## src/rtl/counter_step_ctrl_pkg.sv

```systemverilog
// Shared definitions for the step-command counter controller:
// FSM state encoding and default counter/command field widths.
package counter_ctrl_pkg;

    localparam int MOD_DEF = 7;
    localparam int CW_DEF  = 3;
    localparam int SW_DEF  = 4;
    localparam int GW_DEF  = 2;

    typedef enum logic [1:0] {
        IDLE = 2'd0,
        STEP = 2'd1,
        WAIT = 2'd2,
        DONE = 2'd3
    } state_t;

endpackage

```

## src/rtl/counter_step_ctrl_if.sv

```systemverilog
// Command handshake and counter status bundle between a host (master)
// and the step controller (slave).
interface counter_step_ctrl_if #(
    parameter int CW = 3,
    parameter int SW = 4,
    parameter int GW = 2
) ();

    logic          cmd_valid;
    logic          cmd_ready;
    logic          cmd_up;
    logic [SW-1:0] cmd_steps;
    logic [GW-1:0] cmd_gap;
    logic          abort;
    logic [CW-1:0] q;
    logic          cnt_en;
    logic          busy;
    logic          done;
    logic          wrap;

    modport master (
        output cmd_valid, cmd_up, cmd_steps, cmd_gap, abort,
        input  cmd_ready, q, cnt_en, busy, done, wrap
    );

    modport slave (
        input  cmd_valid, cmd_up, cmd_steps, cmd_gap, abort,
        output cmd_ready, q, cnt_en, busy, done, wrap
    );

endinterface

```

## src/rtl/counter_mod_updn.sv

```systemverilog
// Modulo-MOD up/down counter with enable; wrap is a registered pulse that
// lines up with the cycle in which the wrapped value is visible on q.
module counter_mod_updn #(
    parameter int MOD = 7,
    parameter int CW  = 3
) (
    input  logic          clk,
    input  logic          rst,
    input  logic          en,
    input  logic          up,
    output logic [CW-1:0] q,
    output logic          wrap
);

    function automatic logic [CW-1:0] next_count(input logic [CW-1:0] cur,
                                                 input logic          dir);
        if (dir)
            return (cur == CW'(MOD - 1)) ? '0 : cur + CW'(1);
        else
            return (cur == '0) ? CW'(MOD - 1) : cur - CW'(1);
    endfunction

    logic at_boundary;
    assign at_boundary = up ? (q == CW'(MOD - 1)) : (q == '0);

    always_ff @(posedge clk) begin
        if (rst) begin
            q    <= '0;
            wrap <= 1'b0;
        end else begin
            wrap <= en && at_boundary;
            if (en)
                q <= next_count(q, up);
        end
    end

endmodule

```

## src/rtl/counter_step_ctrl.sv

```systemverilog
// Command sequencer: accepts "N steps up/down with G idle cycles between
// steps", drives the mod counter and pulses done when the command ends.
module counter_step_ctrl
    import counter_ctrl_pkg::*;
#(
    parameter int MOD = MOD_DEF,
    parameter int CW  = CW_DEF,
    parameter int SW  = SW_DEF,
    parameter int GW  = GW_DEF
) (
    input  logic                clk,
    input  logic                rst,
    counter_step_ctrl_if.slave  bus
);

    state_t        state;
    logic          dir;
    logic [SW-1:0] rem;
    logic [GW-1:0] gap;
    logic [GW-1:0] gcnt;
    logic          step_en;
    logic [CW-1:0] q_w;
    logic          wrap_w;

    // abort suppresses the step of the very cycle it arrives in
    assign step_en = (state == STEP) && !bus.abort;

    always_ff @(posedge clk) begin
        if (rst) begin
            state <= IDLE;
            dir   <= 1'b0;
            rem   <= '0;
            gap   <= '0;
            gcnt  <= '0;
        end else begin
            case (state)
                IDLE: begin
                    if (bus.cmd_valid) begin
                        dir   <= bus.cmd_up;
                        rem   <= bus.cmd_steps;
                        gap   <= bus.cmd_gap;
                        state <= (bus.cmd_steps == '0) ? DONE : STEP;
                    end
                end
                STEP: begin
                    if (bus.abort) begin
                        state <= DONE;
                    end else begin
                        rem <= rem - SW'(1);
                        if (rem == SW'(1)) begin
                            state <= DONE;
                        end else if (gap == '0) begin
                            state <= STEP;
                        end else begin
                            state <= WAIT;
                            gcnt  <= gap;
                        end
                    end
                end
                WAIT: begin
                    if (bus.abort) begin
                        state <= DONE;
                    end else begin
                        gcnt <= gcnt - GW'(1);
                        if (gcnt == GW'(1))
                            state <= STEP;
                    end
                end
                DONE:    state <= IDLE;
                default: state <= IDLE;
            endcase
        end
    end

    counter_mod_updn #(
        .MOD (MOD),
        .CW  (CW)
    ) u_cnt (
        .clk  (clk),
        .rst  (rst),
        .en   (step_en),
        .up   (dir),
        .q    (q_w),
        .wrap (wrap_w)
    );

    assign bus.cmd_ready = (state == IDLE) && !rst;
    assign bus.busy      = (state != IDLE);
    assign bus.done      = (state == DONE);
    assign bus.cnt_en    = step_en;
    assign bus.q         = q_w;
    assign bus.wrap      = wrap_w;

endmodule

```

## src/flat_wrapper.sv

```systemverilog
// flat-port wrapper written by rule: the top's interface ports become plain ports
module counter_step_ctrl_flat import counter_ctrl_pkg::*;
#(
    parameter int MOD = MOD_DEF,
    parameter int CW  = CW_DEF,
    parameter int SW  = SW_DEF,
    parameter int GW  = GW_DEF
)
  (clk, rst, bus_cmd_valid, bus_cmd_up, bus_cmd_steps, bus_cmd_gap, bus_abort, bus_cmd_ready, bus_q, bus_cnt_en, bus_busy, bus_done, bus_wrap);
  counter_step_ctrl_if #(.CW(CW), .SW(SW), .GW(GW)) bus_i ();
  input  logic clk;
  input  logic rst;
  input wire logic [$bits(bus_i.cmd_valid)-1:0] bus_cmd_valid;
  input wire logic [$bits(bus_i.cmd_up)-1:0] bus_cmd_up;
  input wire logic [$bits(bus_i.cmd_steps)-1:0] bus_cmd_steps;
  input wire logic [$bits(bus_i.cmd_gap)-1:0] bus_cmd_gap;
  input wire logic [$bits(bus_i.abort)-1:0] bus_abort;
  output wire logic [$bits(bus_i.cmd_ready)-1:0] bus_cmd_ready;
  output wire logic [$bits(bus_i.q)-1:0] bus_q;
  output wire logic [$bits(bus_i.cnt_en)-1:0] bus_cnt_en;
  output wire logic [$bits(bus_i.busy)-1:0] bus_busy;
  output wire logic [$bits(bus_i.done)-1:0] bus_done;
  output wire logic [$bits(bus_i.wrap)-1:0] bus_wrap;
  assign bus_i.cmd_valid = bus_cmd_valid;
  assign bus_i.cmd_up = bus_cmd_up;
  assign bus_i.cmd_steps = bus_cmd_steps;
  assign bus_i.cmd_gap = bus_cmd_gap;
  assign bus_i.abort = bus_abort;
  assign bus_cmd_ready = bus_i.cmd_ready;
  assign bus_q = bus_i.q;
  assign bus_cnt_en = bus_i.cnt_en;
  assign bus_busy = bus_i.busy;
  assign bus_done = bus_i.done;
  assign bus_wrap = bus_i.wrap;
  counter_step_ctrl #(.MOD(MOD), .CW(CW), .SW(SW), .GW(GW)) u_core (.clk(clk), .rst(rst), .bus(bus_i));
endmodule
```

## config.mk

```make
export PLATFORM = sky130hd
export DESIGN_NAME = counter_step_ctrl_flat
export DESIGN_NICKNAME = d
export VERILOG_FILES = /design/src/rtl/counter_step_ctrl_pkg.sv /design/src/rtl/counter_step_ctrl_if.sv /design/src/rtl/counter_mod_updn.sv /design/src/rtl/counter_step_ctrl.sv /design/src/flat_wrapper.sv
export SDC_FILE = /design/constraint.sdc
export NUM_CORES = 1
export LEC_CHECK = 0
export BUFFER_PORTS_ARGS = -buffer_cell sky130_fd_sc_hd__buf_2
export CAP_MARGIN = 5
export CORE_MARGIN = 2
export CORE_UTILIZATION = 57
export CTS_CLUSTER_DIAMETER = 40
export DETAILED_ROUTE_END_ITERATION = 10
export PLACE_DENSITY_LB_ADDON = 0.3
export SETUP_SLACK_MARGIN = 0.5
export SKIP_CTS_REPAIR_TIMING = 1
export SYNTH_ARGS = -nofsm -noshare
export SYNTH_HDL_FRONTEND = slang
export SYNTH_HIERARCHICAL = 1
export SYNTH_SLANG_ARGS = --single-unit
export TNS_END_PERCENT = 20
```

## constraint.sdc

```tcl
create_clock -name clk -period 4.1 [get_ports clk]
set_input_delay 0.41 -clock clk [delete_from_list [all_inputs] [get_ports clk]]
set_output_delay 0.41 -clock clk [all_outputs]
set_load 0.005 [all_outputs]
```

### Yosys cells after proc, flatten, opt, wreduce, memory -nomap -nowiden

Cells that the tools add are included.
Widths: inputs -> output; s select.

* flip-flop bits (word level): 15
* logic and storage cells: 59

* add/subtract/negate cells: 4
* equal/unequal tests: 12
* multiplexer cells: 20
* reduce and logical (&&, ||, !) cells: 16

Operators with widths (number)
* $mux 2: 11
* $ne 2x2->1 const B: 5
* $mux 3: 3
* $mux 4: 2
* $pmux 2 s4: 1
* $pmux 4 s2: 1
* $reduce_bool 2->1: 3
* $reduce_and 5->1: 1
* $eq 2x1->1 const B: 2
* $eq 2x2->1 const B: 2
* $eq 4x1->1 const B: 1
* $logic_not 2->1: 2
* $logic_not 4->1: 1
* $pmux 2 s2: 1
* $reduce_and 2->1: 2
* $sub 4x1->4 const B: 1
* $add 3x1->3 const B: 1
* $eq 3x3->1 const B: 1
* $logic_and 1x1->1: 3
* $logic_not 3->1: 1
* $ne 3x2->1 const B: 1
* $reduce_and 3->1: 1
* $sub 3x1->3 const B: 1
* $logic_not 1->1: 2
* 2 further kinds: 2

### Depth between registers and ports, before layout

Gate-level depths: netlist of the first run.

* word-level depth: 5
* depth in mapped cells: 6
* gate-level depth less buffers: 6

### By module

The synthesis of the first run kept the hierarchy.

Modules (own cells, without submodules)
* counter_step_ctrl: times used 1, cells each 89, area an instance 698.2 µm²
* counter_mod_updn: times used 1, cells each 33, area an instance 286.5 µm²

### Worst setup path before layout of the first run

OpenSTA, ideal clock, no wires.

* kind: flip-flop to flip-flop
* start: reg u_core.state[1]
* end: reg u_core.u_cnt.q[2]
* arrival time: 1305 ps
* setup slack: 2709 ps
* stages on the path, launching flop included: 6
* clock period less this slack: 1391 ps
* cells stage by stage: dfxtp_1 -> nand2b_1 -> buf_2 -> nor2_1 -> o21ai_0 -> a221oi_2

* word-level cells in the longest chain between the ends: 2

Ends and longest elaborated chain
* start: declaration: line counter_step_ctrl.sv:16 `state_t state;`
* start signal: assignment: line counter_step_ctrl.sv:42 `state <= (bus.cmd_steps == '0) ? DONE : STEP;`
* $eq 2x1->1: line counter_step_ctrl.sv:26 `assign step_en = (state == STEP) && !bus.abort;`
* $logic_and 1x1->1: line counter_step_ctrl.sv:26
* net bus_cnt_en: line flat_wrapper.sv:20 `output wire logic [$bits(bus_i.cnt_en)-1:0] bus_cnt_en;`
* end signal: assignment: line counter_mod_updn.sv:33 `q <= next_count(q, up);`
* end: declaration: line counter_mod_updn.sv:11 `output logic [CW-1:0] q,`

The timed path passes the listed nets, and every way through them passes these cells.
A chain may end at the register's enable or synchronous reset.

### Worst setup path after layout of the first run

* start: reg u_core.state[0]
* end: out bus_cnt_en

* word-level cells in the longest chain between the ends: 2

Ends and longest elaborated chain (line)
* $eq 2x1->1: counter_step_ctrl.sv:26
* $logic_and 1x1->1: counter_step_ctrl.sv:26
* end: declaration: flat_wrapper.sv:20

No other way between the ends.

==> results of run 1 <==
[state kept, by name, summed over array words and instances (netlist names)]
| signal | flops |
|---|---|
| u_core/dir | 1 |
| u_core/gap | 2 |
| u_core/gcnt | 2 |
| u_core/rem | 4 |
| u_core/state | 2 |
| u_core/u_cnt/q | 3 |
| u_core/u_cnt/wrap | 1 |
[power by group through the flow]
stage | clock network (mW) | registers, mW | logic [mW]
detailed placement | 0 | 0.187 | 0.132
floorplan | 0 | 0.177 | 0.109
CTS | 0.0876 | 0.183 | 0.133
global route | 0.0943 | 0.187 | 0.148
global placement | 0 | 0.185 | 0.129
finish | 0.0837 | 0.183 | 0.133
[worst max path at each step]
stage | from | to | depth (start not counted)
2_1_floorplan | u_core/state[1] | u_core/u_cnt/q[2] | 5
3_3_place_gp | u_core/state[0] | bus_cnt_en | 3
3_5_place_dp | u_core/state[0] | bus_cnt_en | 3
4_1_cts | u_core/state[0] | bus_cnt_en | 3
5_1_grt | u_core/state[0] | bus_cnt_en | 3
6_report | u_core/state[0] | bus_cnt_en | 3
[through the flow]
step	instances	hold slack (ps)	worst slack, ps	cell area (µm²)	power [mW]
after global placement	152	461	2380	1070	0.314
after global routing	156	365	1720	1100	0.430
after detailed placement	152	472	2290	1070	0.318
after CTS	156	371	1970	1100	0.404
after floorplan	122	445	2710	985	0.286
final	156	374	1980	1100	0.399
[kinds of logic after synthesis]
logic type                 count (synthesis)  share of synthesized area
muxes                                      2                     0.0216
buffers and inverters                     13                     0.0572
and+or+nand+nor                           50                      0.263
adders and majority gates                  8                      0.102
DFF                                       15                      0.305
AOI/OAI and AO/OA                         34                      0.252
[layer usage]
layer | global-route usage | wire length [µm] | vias up | part of all wire
li1 | - | - | 457 | -
met1 | 0.269 | 906 | 393 | 0.45
met2 | 0.349 | 1010 | 21 | 0.50
met3 | 0.0595 | 92 | 0 | 0.046
met4 | 0.0529 | 0 | 0 | 0
met5 | 0 | 0 | - | 0
[cell usage in the layout (no fill, tap or decap), types with 2 or more instances in the layout]
cell | Yosys | routed
buf_2 | 3 | 18
dfxtp_1 | 15 | 15
a21oi_1 | 12 | 12
nor2_1 | 11 | 11
nand2_1 | 11 | 11
ha_1 | 8 | 8
inv_1 | 7 | 7
nand2b_1 | 6 | 6
nor2b_1 | 5 | 5
o21ai_1 | 5 | 5
nor3_1 | 4 | 4
clkbuf_4 | 0 | 3
nand3_1 | 3 | 3
nor3b_1 | 3 | 3
a21o_1 | 3 | 3
o21ai_0 | 3 | 3
and2_1 | 2 | 2
[layout make-up]
| type | instances | area share |
|---|---|---|
| inverter | 8 | 0.0274 |
| timing repair buffer | 18 | 0.0822 |
| clock buffer | 4 | 0.0240 |
| sequential | 15 | 0.274 |
| tap | 17 | 0.0194 |
| multi-input combinational | 94 | 0.573 |
[worst max-delay path, cell delays in order (launching register included)]
cell and delay [ps]:
dfxtp_1 500, nand2b_1 320, nor2_1 420, buf_2 190
==> reports/metrics.csv, run 1 <==
stage,metric,value,unit
sta,Final Skew,1.62,ps
yosys,"flops & latches, synth",15,
placement,Placer Congestion,0.771,
yosys,Synth area leader,dfxtp_1,
hold_path,sink of the worst hold path,u_core/gap[1],
floorplanning,floorplan row count,15,
setup_path,CP max FO,11,
detailed_routing,Pre-antenna DRT Iters,4,
yosys,Synth Warn #,6,
power,sw frac,0.349,
yosys,Netlist cell types,37,
yosys,"count leader, synth",dfxtp_1,
final_layout,sequential cell area,300,µm²
yosys,Synth top cells by count,"dfxtp_1, a21oi_1, nand2_1, nor2_1, ha_1",
floorplanning,Initial Utilization,0.590,
sta,final-report max-slew violation count,0,
detailed_routing,post-route ant nets,0,
setup_path,reg2reg setup slack,2350,ps
power,Net Sw Power,0.140,mW
hold_path,worst hold start,bus_cmd_gap[1],
sta,Worst Max-Slew Pin Slew,564,ps
power,internal power,0.260,mW
sta,Rel. slew slack,0.623,
power,combinational power share,0.332,
sta,fin crit period,2120,ps
power,sequential power share,0.459,
final_layout,multi-input logic area,628,µm²
floorplanning,IO Count,19,
setup_path,endpoint type of the worst setup path,primary output,
yosys,sequential share of the synthesized area,0.305,
power,peak supply drop,0.254,mV
clock_network,root buffer cell,clkbuf_4,
setup_path,Critical Path RT,3690,ps
final_layout,Layout area overhead,11.3,%
detailed_routing,final wirelength,2000,µm
global_routing,GRT Overall Usage,0.211,
sta,RSZ-0062 raised after global routing,no,
final_layout,# diodes,0,
setup_path,crit start category,register,
sta,"Hold Vio Cnt, Final",0,
sta,Peak Freq,0.472,GHz
yosys,post-synth top area share,0.305,
sta,TNS Setup,0,ps
floorplanning,die area,2080,µm²
final_layout,layout cell share with drive strength beyond 1,0.216,
setup_path,critical path data arrival time,1710,ps
clock_network,CTS Buffer Depth,2,
clock_network,CTS tree,built,
setup_path,Crit Path Class,reg -> out,
status,status,completed,
power,Clk pwr share,0.210,
clock_network,H-Tree Depth,1,
yosys,Post-synth ARST share,0,
clock_network,clock slew at reported path FFs,90,ps
clock_network,clock sink count,15,
yosys,Synth Area per Inst,8.07,µm²
global_routing,global-route wire length before repair,3190,µm
final_layout,FILL cells,157,
yosys,prevailing post-synth register cell,dfxtp_1,
floorplanning,core footprint,1670,µm²
global_routing,pin count of the biggest net entering global routing,16,
yosys,Cells after Synth,122,
sta,Final Cycle Share,0.516,
flow_run,max-cap viol count,0,
floorplanning,Die X,45.6,µm
detailed_routing,detailed-route vias per instance,5.58,
clock_network,clock buffer count from CTS,3,
global_routing,vias in the first global route,763,
placement,final HPWL from detailed placement,1500,µm
detailed_routing,drt wl/cell,12.8,µm
global_routing,initial antenna violation count,0,
detailed_routing,Starting DRT DRC Count,23,
hold_path,Hold Path Cell Cnt,3,
yosys,"top cells by area, synth","dfxtp_1, ha_1, a21oi_1",
sta,Final setup viols,0,
final_layout,utilization after layout,0.656,
yosys,Syn Nets,141,
global_routing,Overflow after GRT,0,
detailed_routing,drt drc,0,
setup_path,r2r startpoint,u_core/state[0],
setup_path,RR Endpoint,u_core/u_cnt/q[2],
yosys,"EDFF count, synth",0,
yosys,Syn Std Cell Area,985,µm²
clock_network,clk_lat worst skew,280,ps
power,leakage power,0.489,nW
power,Power Dens Cells,364,nW/µm²
final_layout,Final #Nets,159,
placement,port buffer count,18,
floorplanning,Die H,45.6,µm
detailed_routing,DR vias,871,
setup_path,R2R depth,4,
hold_path,HP Class,in -> reg,
No activity file was read; power rests on OpenSTA's default activity.
==> run 2, diff against run 1 <==
- CORE_UTILIZATION: 57 -> 48
- clock period: 4.1 -> 1.9 ns (I/O delays scaled with it)
==> run 2 against run 1 <==
Setup slack got worse by 1500 ps. Global-route usage decreased by 2.6 points. Hold slack got worse by 210 ps. Critical path depth increased by 3.
==> reports/metrics.csv, run 2 (synthesized netlist as in run 1, its figures left out) <==
stage,metric,value,unit,change
status,status,completed,,
detailed_routing,final wirelength,2180,µm,+9.0%
placement,final HPWL from detailed placement,1630,µm,+8.9%
final_layout,Layout area overhead,19.4,%,
detailed_routing,detailed-route vias per instance,5.51,,-1.4%
power,leakage power,0.506,nW,+3.5%
floorplanning,IO Count,19,,unchanged
clock_network,clock sink count,15,,unchanged
global_routing,GRT Overall Usage,0.185,,-0.0264
detailed_routing,DR vias,925,,+6.2%
final_layout,# diodes,0,,unchanged
global_routing,global-route wire length before repair,3610,µm,+13%
placement,port buffer count,18,,unchanged
sta,RSZ-0062 raised after global routing,yes,,
final_layout,fin area,1180,µm²,+7.3%
placement,Placer Congestion,0.766,,-0.67%
hold_path,HP Class,in -> reg,,
clock_network,clock buffer count from CTS,3,,unchanged
detailed_routing,post-route ant nets,0,,unchanged
final_layout,most frequent cells in the layout,"buf_2, a21oi_1, nand2_1",,
clock_network,CTS Buffer Depth,2,,unchanged
sta,Rel. slew slack,0.769,,+0.146
global_routing,vias in the first global route,834,,+9.3%
clock_network,root buffer cell,clkbuf_4,,
clock_network,H-Tree Depth,1,,unchanged
power,peak supply drop,0.562,mV,+120%
sta,final-report max-slew violation count,0,,unchanged
floorplanning,core footprint,1940,µm²,+16%
final_layout,Largest Register,u_core/rem,,
floorplanning,die area,2430,µm²,+17%
final_layout,most common library cell in the layout ignoring fill and taps,buf_2,,
floorplanning,Die X,49.3,µm,+8.2%
flow_run,max-cap viol count,0,,unchanged
placement,placed cell areas,1080,µm²,+1.2%
sta,TNS Setup,0,ps,unchanged
sta,"Hold Vio Cnt, Final",0,,unchanged
global_routing,pin count of the biggest net entering global routing,16,,unchanged
detailed_routing,drt wl/cell,13.0,µm,+1.2%
setup_path,crit start category,register,,
global_routing,initial antenna violation count,0,,unchanged
final_layout,Largest register FFs,4,,unchanged
floorplanning,floorplan row count,16,,+1
power,Power Dens Cells,768,nW/µm²,+110%
sta,Final Skew,6.21,ps,+4.59 ps
detailed_routing,Pre-antenna DRT Iters,4,,unchanged
setup_path,Critical Path RT,2060,ps,-1630 ps
clock_network,clock slew at reported path FFs,90,ps,about the same
floorplanning,Initial Utilization,0.507,,-0.0824
sta,Final Cycle Share,0.759,,
setup_path,endpoint type of the worst setup path,register,,
final_layout,FILL cells,184,,+17%
final_layout,biggest regs,"u_core/rem (4), u_core/u_cnt/q (3)",,
sta,Peak Freq,0.693,GHz,
final_layout,Final #Nets,161,,+1.3%
setup_path,critical path data arrival time,1600,ps,-110 ps
clock_network,clk_lat worst skew,280,ps,about the same
detailed_routing,Starting DRT DRC Count,18,,-22%
setup_path,Crit Path Class,reg -> reg,,
power,Pwr Total,0.903,mW,+130%
sta,Worst Max-Slew Pin Slew,345,ps,-219 ps
setup_path,CP max FO,3,,-8
sta,Final setup viols,0,,unchanged
sta,Min Hold Slack,164,ps,-210 ps
floorplanning,Die H,49.3,µm,+8.2%
sta,fin crit period,1440,ps,
detailed_routing,drt drc,0,,unchanged
final_layout,layout cell share with drive strength beyond 1,0.312,,+0.0962
clock_network,CTS tree,built,,
global_routing,Overflow after GRT,0,,unchanged
## run 2: changes by cell type in the layout (fill, tap and decap cells not counted), moves of 2 or more
cell and change:
nor2_1 -2, dfxtp_2 +4, dfxtp_1 -5, ha_1 -2
buf_4 +2
## run 2: worst max-delay path: stages, from the launching register on
cell	delay, ps
dfxtp_2	350
inv_2	50
ha_4	150
nor3b_4	150
o41ai_4	370
buf_4	190
a211oi_2	50
## run 2: area by class of cell
cell class	instances	area, µm²	area share
tap	27	33.8	0.0287
multi-input combinational	94	672	0.571
sequential	15	309	0.263
inverter	8	30.0	0.0255
clock buffer	4	26.3	0.0223
timing repair buffer	20	105	0.0894
## run 2: final timing paths
kind | start | slack [ps] | end | depth (start not counted)
setup / recovery | u_core/rem[1] | 460 | u_core/gcnt[0] | 6
hold / removal | bus_cmd_gap[0] | 160 | u_core/gap[0] | 3
setup reg to reg | u_core/rem[1] | 460 | u_core/gcnt[0] | 6
hold reg to reg | u_core/rem[1] | 480 | u_core/rem[1] | 2
## run 2: metal layers
layer,up-vias,track usage,routed length (µm)
li1,465,-,-
met1,441,0.234,984
met2,17,0.318,1110
met3,2,0.0491,73
met4,0,0.0286,15
met5,-,0,0
## run 2: where the power goes
group	switching, mW	internal [mW]	leakage, nW	total (mW)
registers	0.0531	0.353	0.125	0.406
clock network	0.0960	0.0814	0.0150	0.177
logic	0.171	0.148	0.366	0.319
total	0.320	0.583	0.506	0.903
## run 2: metrics by stage
step / cells / setup slack, ps / utilization
floorplan: 122 / 509 / -
global placement: 162 / 275 / 0.557
detailed placement: 162 / 114 / 0.557
CTS: 166 / -13.1 / 0.571
global route: 168 / 390 / 0.606
finish: 168 / 458 / 0.606
==> run 3, diff against run 2 <==
- clock period: 1.9 -> 1.3 ns (I/O delays scaled with it)
==> run 3 against run 2 <==
The run now ends with negative setup slack left. Combinational power increased by 74%. Via count decreased by 3.5%. Maximum frequency increased by 4.3%. Utilization increased by 5.1 points. Global-route usage increased by 0.56 points. Clock skew decreased by 4.2 ps. Design area increased by 8.4%. Register-to-register slack got worse by 540 ps. Largest cell class unchanged.
==> reports/metrics.csv, run 3 (synthesized netlist as in run 1, its figures left out) <==
stage,metric,value,unit,change
power,Pwr Total,1.40,mW,+55%
power,peak supply drop,0.564,mV,+0.38%
floorplanning,Die X,49.3,µm,unchanged
setup_path,Crit Path Class,reg -> reg,,
power,leakage power,0.543,nW,+7.4%
setup_path,worst path buffer plus inverter count,2,,unchanged
clock_network,root buffer cell,clkbuf_4,,
global_routing,pin count of the biggest net entering global routing,16,,unchanged
sta,fin crit period,1380,ps,-59.1 ps
setup_path,Crit path max-delay family,compound AO/OA/AOI/OAI gates,,
detailed_routing,post-route ant nets,0,,unchanged
sta,Worst Max-Slew Pin Slew,311,ps,-33.8 ps
clock_network,clock sink count,15,,unchanged
flow_run,max-cap viol count,0,,unchanged
final_layout,# diodes,0,,unchanged
detailed_routing,drt wl/cell,12.8,µm,-1.7%
global_routing,met3 Use GR,0.0307,,-0.0184
sta,Final Skew,2.03,ps,-4.17 ps
floorplanning,Initial Utilization,0.507,,unchanged
floorplanning,IO Count,19,,unchanged
global_routing,GRT Overall Usage,0.191,,+0.00565
sta,"Hold Vio Cnt, Final",0,,unchanged
sta,Final Cycle Share,1.06,,+0.305
final_layout,utilization after layout,0.657,,+0.0509
global_routing,GRT busiest layer,met2,,
status,violated checks,negative setup slack,,
setup_path,Critical Path RT,1520,ps,-540 ps
sta,Final setup viols,2,,+2
global_routing,initial antenna violation count,0,,unchanged
final_layout,biggest regs,"u_core/rem (4), u_core/u_cnt/q (3)",,
sta,Min Hold Slack,95.6,ps,-68.4 ps
global_routing,vias in the first global route,809,,-3.0%
setup_path,CP peak stage delay,350,ps,-20 ps
final_layout,sequential cell area,319,µm²,+3.2%
final_layout,most common library cell in the layout ignoring fill and taps,buf_2,,
global_routing,global-route wire length before repair,3630,µm,+0.58%
floorplanning,floorplan row count,16,,unchanged
detailed_routing,Pre-antenna DRT Iters,4,,unchanged
clock_network,CTS tree,built,,
global_routing,Overflow after GRT,0,,unchanged
global_routing,met2 Use GR,0.306,,-0.0113
setup_path,CP max FO,3,,unchanged
detailed_routing,drt drc,0,,unchanged
status,status,"finished, violations left",,
sta,RSZ-0062 raised after global routing,yes,,
setup_path,worst path cell trace,inv_2 -> ha_4 -> nor3b_4 -> o41ai_4 -> buf_4 -> o21ai_2 -> a21oi_1,,
detailed_routing,final wirelength,2200,µm,+0.60%
floorplanning,core footprint,1940,µm²,unchanged
sta,Final WS setup,-83.1,ps,-541 ps
clock_network,CTS Buffer Depth,2,,unchanged
final_layout,layout cell share with drive strength beyond 1,0.393,,+0.0810
detailed_routing,Starting DRT DRC Count,15,,-3
final_layout,fin area,1270,µm²,+8.4%
placement,port buffer count,18,,unchanged
placement,Placer Congestion,0.853,,+11%
floorplanning,Die H,49.3,µm,unchanged
final_layout,FILL cells,174,,-5.4%
final_layout,Largest register FFs,4,,unchanged
final_layout,Final #Nets,165,,+2.5%
global_routing,met1 Use GR,0.261,,+0.0265
clock_network,clk_lat worst skew,270,ps,about the same
sta,TNS Setup,-139,ps,-139 ps
placement,placed cell areas,1160,µm²,+6.9%
clock_network,H-Tree Depth,1,,unchanged
clock_network,clock buffer count from CTS,3,,unchanged
setup_path,critical-path cell with the highest stage delay,dfxtp_2,,
placement,final HPWL from detailed placement,1610,µm,-1.5%
detailed_routing,DR vias,893,,-3.5%
final_layout,multi-input logic area,711,µm²,+5.8%
final_layout,Layout area overhead,29.5,%,
setup_path,critical path data arrival time,1600,ps,about the same
sta,final-report max-slew violation count,0,,unchanged
floorplanning,die area,2430,µm²,unchanged
clock_network,clock slew at reported path FFs,90,ps,about the same
sta,Rel. slew slack,0.792,,+0.0226
detailed_routing,detailed-route vias per instance,5.19,,-5.7%
setup_path,crit start category,register,,
setup_path,endpoint type of the worst setup path,register,,
hold_path,HP Class,in -> reg,,
final_layout,Largest Register,u_core/rem,,
power,Power Dens Cells,1100,nW/µm²,+43%
sta,Peak Freq,0.723,GHz,+4.3%
final_layout,most frequent cells in the layout,"buf_2, nand2_1, a21oi_1",,
## run 3: changes by cell type in the layout (fill, tap and decap cells not counted), moves of 2 or more
cell	delta
buf_6	+4
dfxtp_4	+3
buf_2	-2
buf_4	+2
dfxtp_1	-2
## run 3: area by class of cell
class                   count  area share
flip-flops and latches     15       0.250
multi-input cells          94       0.557
clock buffers               4      0.0206
inverters                   8      0.0236
well taps                  27      0.0265
repair buffers             24       0.122
## run 3: worst reg2reg max path, delay by kind of cell (launching register included)
family,cells,cell delay [ps]
DFF,1,350
adders and majority gates,1,150
and+or+nand+nor,1,160
buffers and inverters,2,250
AOI/OAI and AO/OA,3,420
## run 3: metal layers
metal / part of all wire / up-vias
met2: 0.49 / 10
li1: - / 472
met3: 0.030 / 2
met1: 0.48 / 409
met4: 0.0055 / 0
met5: 0 / -
## run 3: where the power goes
part	internal (mW)	leakage, nW	switching, mW	total [mW]
Combinational	0.272	0.402	0.284	0.556
Sequential	0.517	0.127	0.0610	0.578
Clock	0.119	0.0150	0.148	0.266
## run 3: path summary, 6_finish.rpt
path                                     start        endpoint  slack, ps  cells after the start
worst max-delay path             u_core/rem[1]  u_core/gcnt[1]        -80                      7
worst min register to register   u_core/rem[1]   u_core/rem[1]        480                      2
worst min-delay path            bus_cmd_gap[1]   u_core/gap[1]        100                      3
worst max register to register   u_core/rem[1]  u_core/gcnt[1]        -80                      7
## run 3: through the flow
step                      cells  worst slack, ps
after global placement      166            -10.1
after floorplan             122             76.5
after CTS                   170             -111
final                       172            -83.1
after global routing        172             -115
after detailed placement    166            -79.8
